## src/rtl/fifo_rd_stream_if.sv

```systemverilog
// Downstream valid/ready word stream leaving the read-domain consumer.
// The master drives valid and data, and the slave answers with ready.
interface fifo_rd_stream_if #(
    parameter int DATA_WIDTH = 8
);
    logic                  m_valid;
    logic [DATA_WIDTH-1:0] m_data;
    logic                  m_ready;

    modport master (
        output m_valid,
        output m_data,
        input  m_ready
    );

    modport slave (
        input  m_valid,
        input  m_data,
        output m_ready
    );
endinterface

```

## src/rtl/fifo_rd_stream.sv

```systemverilog
// Read-domain consumer of the async FIFO: issues rinc and feeds a 2-entry skid buffer
// so the downstream stream runs at one word per cycle. Also reports fill level and almost-empty.
module fifo_rd_stream #(
    parameter int DATA_WIDTH   = 8,
    parameter int ADDRESS_BITS = 4,
    parameter int AE_THRESH    = 2
) (
    input  logic                    rclk,
    input  logic                    rrst,
    input  logic                    rempty,
    input  logic [DATA_WIDTH-1:0]   rdata,
    input  logic [ADDRESS_BITS:0]   rptr,
    input  logic [ADDRESS_BITS:0]   rq2_write_ptr,
    input  logic                    flush,
    output logic                    rinc,
    output logic [ADDRESS_BITS:0]   rlevel,
    output logic                    ralmost_empty,
    output logic [15:0]             rd_count,
    fifo_rd_stream_if.master        stream
);
    localparam int PW = ADDRESS_BITS + 1;
    localparam logic [PW-1:0] AE_LIMIT = PW'(AE_THRESH);

    typedef enum logic [1:0] {S_EMPTY, S_ONE, S_TWO} state_t;

    state_t                state_reg, state_next;
    logic [DATA_WIDTH-1:0] head_reg, head_next;
    logic [DATA_WIDTH-1:0] skid_reg, skid_next;
    logic [15:0]           rd_count_reg;
    logic [PW-1:0]         rlevel_reg;
    logic                  ralmost_empty_reg;
    logic                  valid_int;
    logic                  pop;
    logic                  rinc_int;
    logic [PW-1:0]         wbin;
    logic [PW-1:0]         rbin;
    logic [PW-1:0]         diff;

    // Gray to binary: each binary bit is the XOR of all Gray bits at or above it.
    genvar gi;
    generate
        for (gi = 0; gi < PW; gi++) begin : g_gray2bin
            assign wbin[gi] = ^rq2_write_ptr[PW-1:gi];
            assign rbin[gi] = ^rptr[PW-1:gi];
        end
    endgenerate

    // Modulo subtraction absorbs the lap bit, so pointer wrap needs no special case.
    assign diff = wbin - rbin;

    always_comb begin
        valid_int  = (state_reg != S_EMPTY) && !flush;
        pop        = valid_int && stream.m_ready;
        // A word is only read when a slot will be free at the coming edge.
        rinc_int   = rrst && !rempty && !flush && ((state_reg != S_TWO) || pop);
        state_next = state_reg;
        head_next  = head_reg;
        skid_next  = skid_reg;
        case (state_reg)
            S_EMPTY: begin
                if (rinc_int) begin
                    head_next  = rdata;
                    state_next = S_ONE;
                end
            end
            S_ONE: begin
                case ({rinc_int, pop})
                    2'b10: begin
                        skid_next  = rdata;
                        state_next = S_TWO;
                    end
                    2'b11: head_next  = rdata;
                    2'b01: state_next = S_EMPTY;
                    default: ;
                endcase
            end
            S_TWO: begin
                if (pop) begin
                    head_next = skid_reg;
                    if (rinc_int) begin
                        skid_next = rdata;
                    end else begin
                        state_next = S_ONE;
                    end
                end
            end
            default: state_next = S_EMPTY;
        endcase
        if (flush) begin
            state_next = S_EMPTY;
        end
    end

    always_ff @(posedge rclk or negedge rrst) begin
        if (!rrst) begin
            state_reg         <= S_EMPTY;
            head_reg          <= '0;
            skid_reg          <= '0;
            rd_count_reg      <= '0;
            rlevel_reg        <= '0;
            ralmost_empty_reg <= 1'b1;
        end else begin
            state_reg         <= state_next;
            head_reg          <= head_next;
            skid_reg          <= skid_next;
            rlevel_reg        <= diff;
            ralmost_empty_reg <= (diff <= AE_LIMIT);
            if (pop) begin
                rd_count_reg <= rd_count_reg + 16'd1;
            end
        end
    end

    assign rinc           = rinc_int;
    assign stream.m_valid = valid_int;
    assign stream.m_data  = head_reg;
    assign rd_count       = rd_count_reg;
    assign rlevel         = rlevel_reg;
    assign ralmost_empty  = ralmost_empty_reg;
endmodule
```

## src/flat_wrapper.sv

```systemverilog
// flat-port wrapper written by rule: the top's interface ports become plain ports
module fifo_rd_stream_flat 
#(
    parameter int DATA_WIDTH   = 8,
    parameter int ADDRESS_BITS = 4,
    parameter int AE_THRESH    = 2
)
  (rclk, rrst, rempty, rdata, rptr, rq2_write_ptr, flush, rinc, rlevel, ralmost_empty, rd_count, stream_m_valid, stream_m_data, stream_m_ready);
  fifo_rd_stream_if #(.DATA_WIDTH(DATA_WIDTH)) stream_i ();
  input  logic rclk;
  input  logic rrst;
  input  logic rempty;
  input  logic [DATA_WIDTH-1:0] rdata;
  input  logic [ADDRESS_BITS:0] rptr;
  input  logic [ADDRESS_BITS:0] rq2_write_ptr;
  input  logic flush;
  output logic rinc;
  output logic [ADDRESS_BITS:0] rlevel;
  output logic ralmost_empty;
  output logic [15:0] rd_count;
  output wire logic [$bits(stream_i.m_valid)-1:0] stream_m_valid;
  output wire logic [$bits(stream_i.m_data)-1:0] stream_m_data;
  input wire logic [$bits(stream_i.m_ready)-1:0] stream_m_ready;
  assign stream_m_valid = stream_i.m_valid;
  assign stream_m_data = stream_i.m_data;
  assign stream_i.m_ready = stream_m_ready;
  fifo_rd_stream #(.DATA_WIDTH(DATA_WIDTH), .ADDRESS_BITS(ADDRESS_BITS), .AE_THRESH(AE_THRESH)) u_core (.rclk(rclk), .rrst(rrst), .rempty(rempty), .rdata(rdata), .rptr(rptr), .rq2_write_ptr(rq2_write_ptr), .flush(flush), .rinc(rinc), .rlevel(rlevel), .ralmost_empty(ralmost_empty), .rd_count(rd_count), .stream(stream_i));
endmodule
```

## config.mk

```make
export PLATFORM = sky130hd
export DESIGN_NAME = fifo_rd_stream_flat
export DESIGN_NICKNAME = d
export VERILOG_FILES = /design/src/rtl/fifo_rd_stream_if.sv /design/src/rtl/fifo_rd_stream.sv /design/src/flat_wrapper.sv
export SDC_FILE = /design/constraint.sdc
export NUM_CORES = 1
export LEC_CHECK = 0
export ABC_CLOCK_PERIOD_IN_PS = 1500
export BUFFER_PORTS_ARGS = -buffer_cell sky130_fd_sc_hd__buf_2
export CORE_MARGIN = 3
export CORE_UTILIZATION = 49
export CTS_BUF_LIST = sky130_fd_sc_hd__clkbuf_8
export DETAILED_ROUTE_END_ITERATION = 16
export PLACE_DENSITY = 0.86
export REMOVE_ABC_BUFFERS = 1
export SYNTH_ARGS = -nofsm -noshare
export SYNTH_HDL_FRONTEND = slang
export SYNTH_SLANG_ARGS = --single-unit
```

## constraint.sdc

```tcl
create_clock -name rclk -period 1.5 [get_ports rclk]
set_input_delay 0.3 -clock rclk [delete_from_list [all_inputs] [get_ports rclk]]
set_output_delay 0.3 -clock rclk [all_outputs]
set_load 0.005 [all_outputs]
```

* Word level (Yosys, flattened, before mapping)
Index checks and enable logic that the tools add are counted.
Operators by class: $add $sub $neg 2, multiply operators 0, div/mod/pow operators 0, order comparisons 1, equal/unequal tests 15, shift operators 0, mux-type cells 13, bitwise operators 0, reduce and logical (&&, ||, !) cells 23
Operator list (number):
- $mux 8 | 5
- $pmux 8 s3 | 1
- $add 16x1->16 const B | 1
- $pmux 8 s2 | 1
- $reduce_and 4->1 | 3
- $reduce_xor 5->1 | 2
- $mux 2 | 4
- $ne 2x2->1 const B | 4
- $reduce_xor 4->1 | 2
- $eq 2x2->1 const B | 3
- $ne 3x3->1 const B | 2
- $pmux 2 s3 | 1
- $reduce_xor 3->1 | 2
- $le 5x2->1 const B | 1
- $logic_and 1x1->1 | 5
- $sub 5x5->5 | 1
- $eq 2x1->1 const B | 2
- $ne 2x1->1 const B | 2
- $ne 4x3->1 const B | 1
- $pmux 2 s2 | 1
- $reduce_bool 2->1 | 2
- $reduce_xor 2->1 | 2
- $ne 3x2->1 const B | 1
- $reduce_bool 3->1 | 1
- other kinds (3) | 4
Storage, ports and cells: flip-flop bits (word level) 40, bits in latches 0, bits in writable memories 0, ROM bits 0, bits of input ports 23, output and inout bits 32, word-level logic and storage cells 60, memories kept 0

* Longest topological paths before layout
Gate-level depths: netlist (run 1).
depth in word-level cells 9, mapped depth 11, depth with buffers taken out 11

* Worst setup path before layout (run 1)
OpenSTA, ideal clock, no wires.
path kind input to register, start point input port rq2_write_ptr[4], end point register u_core.ralmost_empty_reg (netlist: u_core.ralmost_empty), setup time 0.089 ns, arrival 2.326 ns, data required time 1.411 ns, path slack -0.915 ns, stages 11, path buffers 0, path through xor2_2 xor2_2 xor2_1 xnor2_1 ha_1 inv_1 fa_1 a21o_1 a21oi_1 xnor2_1 a211oi_1
Between the ends: word-level cells in the longest chain between the ends 3, elaborated cells between the ends (all ways) 6, those cells by class add/sub (1); order compare (1); reduce/logical (4)
Ends and longest elaborated chain:
- from (decl) | line flat_wrapper.sv:15 | input logic [ADDRESS_BITS:0] rq2_write_ptr;
- $reduce_xor 5->1, or another cell as far along | line fifo_rd_stream.sv:43 | assign wbin[gi] = ^rq2_write_ptr[PW-1:gi];
- $sub 5x5->5 (*) | line fifo_rd_stream.sv:49 | assign diff = wbin - rbin;
- via u_core.diff[4] | line fifo_rd_stream.sv:37 | logic [PW-1:0] diff;
- $le 5x2->1 (*) | line fifo_rd_stream.sv:107 | ralmost_empty_reg <= (diff <= AE_LIMIT);
- to (signal assigned) | line fifo_rd_stream.sv:107
- to (decl) | line fifo_rd_stream.sv:31 | logic ralmost_empty_reg;
Mark *: on every way through the listed nets, which the timed path passes. The rest lies on a longest branch. A chain may end at the register's enable or synchronous reset.

* Final worst setup path (run 1)
start point input port rq2_write_ptr[3], end point register u_core.ralmost_empty_reg (netlist: u_core.ralmost_empty)
The elaborated chain is that of the path after synthesis.

==> results.md, run 1 <==
* Status: finished with violations
* Failing checks: negative hold slack, negative setup slack
* Port buffer count at 54
* Post-Syn Area per Cell at 13.0 µm²
* Top cells by area, synth: dfrtp_1 49%, mux2_2 9.6%, xnor2_1 7.4%, mux2_4 6.0%, ha_1 3.1%
* Worst reg-to-reg setup slack at -0.32 ns
* Clock tree sinks at 40
* Die area at 4890 µm²
* Final cell count without fillers at 306
* Yosys reg bits at 40
* Largest net degree at the start of global routing at 23
* Antenna violations before repair at 0
* Delay-heaviest family, CP: XOR/XNOR gates
* Worst EP required at 1.70 ns
* Number of diodes at 0
* CTS Root Cell: clkbuf_8
* Initial DRC Count at 101
* Clk_lat worst skew at 0.30 ns
* Slowest cell on crit path: fa_2
* Via-to-Cell Ratio at 5.42
* Post-route setup slack at -0.768 ns
* Stages on the worst setup path at 12
* First-pass detailed-route iteration total at 4
* Worst path most repeated cell: xor2_2
* Clock Skew at 0.0143 ns
* Nets@finish at 286
* Initial Util at 0.527
* CTS Buf Count at 5
* Startpoint types: input port
* P&R area growth vs syn at 57.7%
* Setup WS pre-CTS at -1.17 ns
* Yosys Warn Count at 0
* Hold Path Class: input port to async pin
* Post-synth top cells: 39 x dfrtp_1, 17 x mux2_2, 17 x xnor2_1
* H-tree depth at 2
* Cells after DPL at 276
* Peak VDD IR at 0.704 mV
* Power Density at 1100 nW/µm²
* Number of global-route vias before repair at 1710
* CTS tree: built
* Crit path DAT at 2.47 ns
* Fmax at 441 MHz
* Area of the multi-input gates at 1260 µm²
* Minimum clock period at 2.27 ns
* Largest register FFs at 16
* Yosys top cell by area: dfrtp_1
* GRT overflow at 0
* Total Wirelength at 5610 µm
* Rows at 22
* Clk buf depth at 2
* Placer Congestion at 0.777
* Reg2reg path depth at 6
* Hold slack at -0.00212 ns
* EDFF count, synth at 0
* Fill cells at 199
* Layout cells sized above 1 at 0.678
* Synthesized area at 2000 µm²
* Crit path largest cell delay at 0.35 ns
* First-pass GRT wire length at 8490 µm
* DPL Wire Length at 3040 µm
* Avg WL per Cell at 18.3 µm
* Final Core Density at 0.831
* Die H at 69.9 µm
* RSZ-0062 raised after global routing: true
* Die Wd at 69.9 µm
* Top cell type's share of synthesized area at 0.488
* Max-Cap Viols at 0
* Unique masters post-synth at 37
* Post-DRT Antenna Nets at 0
* Pwr Total at 3.48 mW
* Final Hold Fails at 2
* Tcrit/Tclk final at 1.51
* Seq/Total Area, Yosys at 0.501
* CP startpoint: rq2_write_ptr[3]
* Critical path buffers and inverters at 2
* Clk pin slew, worst setup/hold paths at 0.09 ns
* I/O pin cnt at 55
* Crit path kind: input port to flip-flop
* Reg2Reg Launch Point: u_core.state_reg[0]$_DFFE_PN0P_
* CP Capture Type: flip-flop
* Critical path destination: u_core.ralmost_empty$_DFF_PN1_
* Residual DRC at 0
* Area taken by flip-flops and latches at 1000 µm²
* Final setup fails at 36
* FF-to-FF End: u_core.skid_reg[3]$_DFFE_PN0P_
* Worst-path fanout max at 2
* CP cell instances: buf_4, xor2_4, xor2_2, xor2_2, xnor2_1, ha_2, inv_2, fa_2, a21o_1, a21oi_2, xnor2_2, a211oi_2
* Leading cell type by number of instances after synthesis: dfrtp_1
* Slew Viols, Final at 0
* Core area at 3800 µm²
* Leak pwr at 1.67 nW
* Mapped Cells at 154
* Worst slew margin at 0.789
* Synth Flop Type: dfrtp_1
* Tot GR Track Use at 0.224
* Via count at 1657
* Ys async rst share at 1.00
* Worst slew pin tran at 0.314 ns
-- power breakdown --
group / internal [mW] / leakage, nW / switching [mW]
Combinational: 0.700 / 1.10 / 0.479
Sequential: 1.30 / 0.513 / 0.130
Clock: 0.487 / 0.0593 / 0.387
-- cell families (layout without fill, tap and decap cells) --
group / Yosys count / after routing / synth area share
XOR/XNOR: 26 / 26 / 0.125
adder cells (fa/ha/maj): 6 / 6 / 0.0413
buffers and inverters: 7 / 111 / 0.0175
multiplexers: 26 / 26 / 0.161
AO/OA/AOI/OAI: 13 / 13 / 0.0469
AND/OR/NAND/NOR: 36 / 36 / 0.108
flip-flops: 40 / 40 / 0.501
-- layer usage --
metal  global-route usage  routed length (µm)  part of all wire
met1                0.278                2260              0.40
met2                0.368                2870              0.51
met3               0.0561                 270             0.048
met4                0.100                 210             0.037
met5                    0                   0                 0
-- stage by stage --
step / instance area [µm²] / TNS [ns] / hold WS (ns)
5_1_grt: 3160 / -8.64 / 0.0268
3_3_place_gp: 2490 / -5.81 / 0.311
3_5_place_dp: 2490 / -6.97 / 0.312
6_report: 3160 / -7.53 / -0.00212
4_1_cts: 2970 / -6.60 / 0.0187
2_1_floorplan: 1970 / -7.13 / 0.00441
-- cell usage in the layout (no fill, tap or decap), types with 2 or more instances in the layout --
master / instances
mux2_4: 24
nor2b_1: 2
buf_2: 49
clkbuf_8: 5
nand2_4: 5
dfrtp_1: 39
ha_1: 3
xnor2_1: 12
and3_1: 4
buf_4: 34
nand4_1: 3
and3_4: 2
buf_8: 3
xnor2_2: 5
nand2b_1: 2
a211oi_2: 2
xor2_1: 2
xor2_2: 5
inv_1: 2
nand3_2: 4
buf_6: 13
a21o_1: 2
-- how the worst min path moves through the flow --
stage / endpoint / slack, ns / cells after the start
final: u_core.rd_count[2]$_DFFE_PN0P_ / -0.002 / 2
after global routing: u_core.rd_count[2]$_DFFE_PN0P_ / 0.03 / 2
after CTS: u_core.rd_count[2]$_DFFE_PN0P_ / 0.02 / 2
after detailed placement: u_core.skid_reg[5]$_DFFE_PN0P_ / 0.31 / 2
after global placement: u_core.skid_reg[5]$_DFFE_PN0P_ / 0.31 / 2
after floorplan: u_core.rd_count[0]$_DFFE_PN0P_ / 0.004 / 0
-- area by class of cell --
class,instances,share of cell area
clock inverters,3,0.0123
multi-input cells,107,0.398
repair buffers,101,0.229
inverters,2,0.00238
well taps,48,0.0190
flip-flops and latches,40,0.317
clock buffers,5,0.0218
-- repair_timing --
action                                  CTS  global route
resized for setup                        54            34
buffers inserted                         16            12
gates cloned                              1             0
endpoints found under the hold margin    18             0
hold buffers                              1             0
endpoints found under the setup margin   28            39
pin swaps                                23            26
Note: power is estimated with default switching activity, not from simulation.
==> run 2, diff against run 1 <==
CORE_ASPECT_RATIO = 1.2   (was default)
==> results.md, run 2 (synthesized netlist as in run 1, its figures left out) <==
* H-tree depth at 2
* Final Core Density at 0.781
* Internal at 2.32 mW
* Worst-path fanout max at 2
* Reg2reg path depth at 7
* Fmax at 461 MHz
* Reg power frac at 0.440
* Global routing's busiest layer: met2
* Core area at 3780 µm²
* Initial Util at 0.529
* Clock power share at 0.219
* Antenna violations before repair at 0
* Clock tree sinks at 40
* Residual DRC at 0
* DPL Wire Length at 3070 µm
* Slew Viols, Final at 0
* Total Wirelength at 4940 µm
* Hold-fix buffers at CTS at 0
* Worst slew pin tran at 0.313 ns
* Fill cells at 245
* Worst reg-to-reg setup slack at -0.21 ns
* Crit path kind: input port to flip-flop
* Clk_lat worst skew at 0.29 ns
* FF-to-FF End: u_core.skid_reg[3]$_DFFE_PN0P_
* Crit path DAT at 2.38 ns
* Max-Cap Viols at 0
* Status: finished with violations
* Initial DRC Count at 78
* Clk pin slew, worst setup/hold paths at 0.07 ns
* CTS tree: built
* Die area at 4890 µm²
* Final setup fails at 23
* Die Wd at 64.4 µm
* RSZ-0062 raised after global routing: true
* Post-DRT Antenna Nets at 0
* P&R area growth vs syn at 47.7%
* Via-to-Cell Ratio at 5.27
* Leak pwr at 1.49 nW
* Clk buf depth at 2
* Minimum clock period at 2.17 ns
* Reg2Reg Launch Point: u_core.state_reg[0]$_DFFE_PN0P_
* Peak VDD IR at 0.626 mV
* Placer Congestion at 0.816
* Tot GR Track Use at 0.220
* Met1 Track Usage GR at 0.239
* Post-route setup slack at -0.671 ns
* Startpoint types: input port
* Number of diodes at 0
* Via count at 1565
* CTS Buf Count at 5
* Number of global-route vias before repair at 1757
* CTS Root Cell: clkbuf_8
* Switching power at 0.932 mW
* Worst EP required at 1.71 ns
* Switching share of power at 0.287
* CP Capture Type: flip-flop
* Largest register FFs at 16
* Tcrit/Tclk final at 1.45
* Hold Path Class: input port to async pin
* Avg WL per Cell at 16.6 µm
* Nets@finish at 273
* Global routing usage on met3 at 0.0516
* Most frequent cells in the layout: 49 x buf_2, 38 x dfrtp_1, 25 x buf_4, 24 x mux2_4, 16 x xnor2_1
* Largest net degree at the start of global routing at 22
* Final Hold Fails at 0
* GRT overflow at 0
* Port buffer count at 54
* Combinational Power Share at 0.342
* I/O pin cnt at 55
* Layout cells sized above 1 at 0.608
* Worst slew margin at 0.790
* Commonest non-fill, non-tap cell in the layout: buf_2
* First-pass detailed-route iteration total at 4
* Met2 Usage GRT at 0.393
* Clock Skew at 0.00428 ns
* First-pass GRT wire length at 8250 µm
* Power Density at 1100 nW/µm²
* Failing checks: negative setup slack
* Design area at 2960 µm²
* Die H at 76.0 µm
* Cell Area, Placed at 2460 µm²
* Rows at 24
## run 2: changes by cell type in the layout (fill, tap and decap cells not counted), moves of 2 or more
| cell | delta |
|---|---|
| buf_4 | -9 |
| xor2_2 | -2 |
| xnor2_2 | -4 |
| nand2_4 | -5 |
| buf_6 | -3 |
| nand3_2 | -4 |
| xnor2_1 | +4 |
| nand2_1 | +4 |
| nand3_1 | +4 |
## run 2: worst max-delay path, cell delays in order
cell and delay [ns]:
buf_6 0.11, xnor2_4 0.19, xor2_2 0.18, xor2_1 0.23
xnor2_1 0.17, ha_2 0.22, inv_2 0.04, fa_2 0.34
buf_6 0.13, xor2_2 0.14, a21o_1 0.17, a211oi_2 0.18
## run 2: how the worst max path moves through the flow
stage,from,end,slack (ns),cells past startpoint
2_1_floorplan,rq2_write_ptr[4],u_core.ralmost_empty$_DFF_PN1_,-0.92,11
3_3_place_gp,rptr[4],u_core.ralmost_empty$_DFF_PN1_,-1.00,12
3_5_place_dp,rptr[4],u_core.ralmost_empty$_DFF_PN1_,-1.14,12
4_1_cts,rptr[3],u_core.ralmost_empty$_DFF_PN1_,-0.69,12
5_1_grt,rq2_write_ptr[4],u_core.ralmost_empty$_DFF_PN1_,-0.80,12
6_report,rptr[4],u_core.ralmost_empty$_DFF_PN1_,-0.67,12
## run 2: final cells by class
| class | instances | area (µm²) | share of cell area |
|---|---|---|---|
| multi-input combinational | 107 | 1170 | 0.397 |
| sequential | 40 | 1000 | 0.339 |
| timing repair buffer | 88 | 616 | 0.208 |
| clock buffer | 6 | 82.6 | 0.0279 |
| tap | 52 | 65.1 | 0.0220 |
| clock inverter | 2 | 7.51 | 0.00254 |
| inverter | 2 | 7.51 | 0.00254 |
## run 2: stage by stage
step | std cells | total power, mW | hold WS (ns) | setup TNS [ns] | worst slack [ns]
2_1_floorplan | 149 | 1.85 | 0.00441 | -7.13 | -0.915
3_3_place_gp | 275 | 2.23 | 0.325 | -5.27 | -1.00
3_5_place_dp | 275 | 2.28 | 0.326 | -6.52 | -1.14
4_1_cts | 293 | 3.16 | 0.00827 | -4.56 | -0.693
5_1_grt | 297 | 3.45 | 0.0381 | -6.81 | -0.804
6_report | 297 | 3.25 | 0.0192 | -5.48 | -0.671
## run 2: metal layers
| layer | up-vias | part of all wire | wire length [µm] |
|---|---|---|---|
| met1 | 780 | 0.37 | 1820 |
| li1 | 709 | - | - |
| met4 | 0 | 0.030 | 146 |
| met3 | 17 | 0.051 | 254 |
| met5 | - | 0 | 0 |
| met2 | 59 | 0.55 | 2710 |
## run 2: repair_timing
action | CTS | global route
pin swaps | 20 | 13
endpoints found under the setup margin | 24 | 26
buffers inserted | 13 | 6
resized for setup | 44 | 20
## run 2: power groups by stage
stage               clock [mW]  combinational, mW  sequential [mW]
floorplan                    0              0.418             1.44
global placement             0              0.793             1.44
detailed placement           0              0.842             1.43
CTS                      0.725               1.01             1.42
global route             0.770               1.22             1.46
finish                   0.711               1.11             1.43
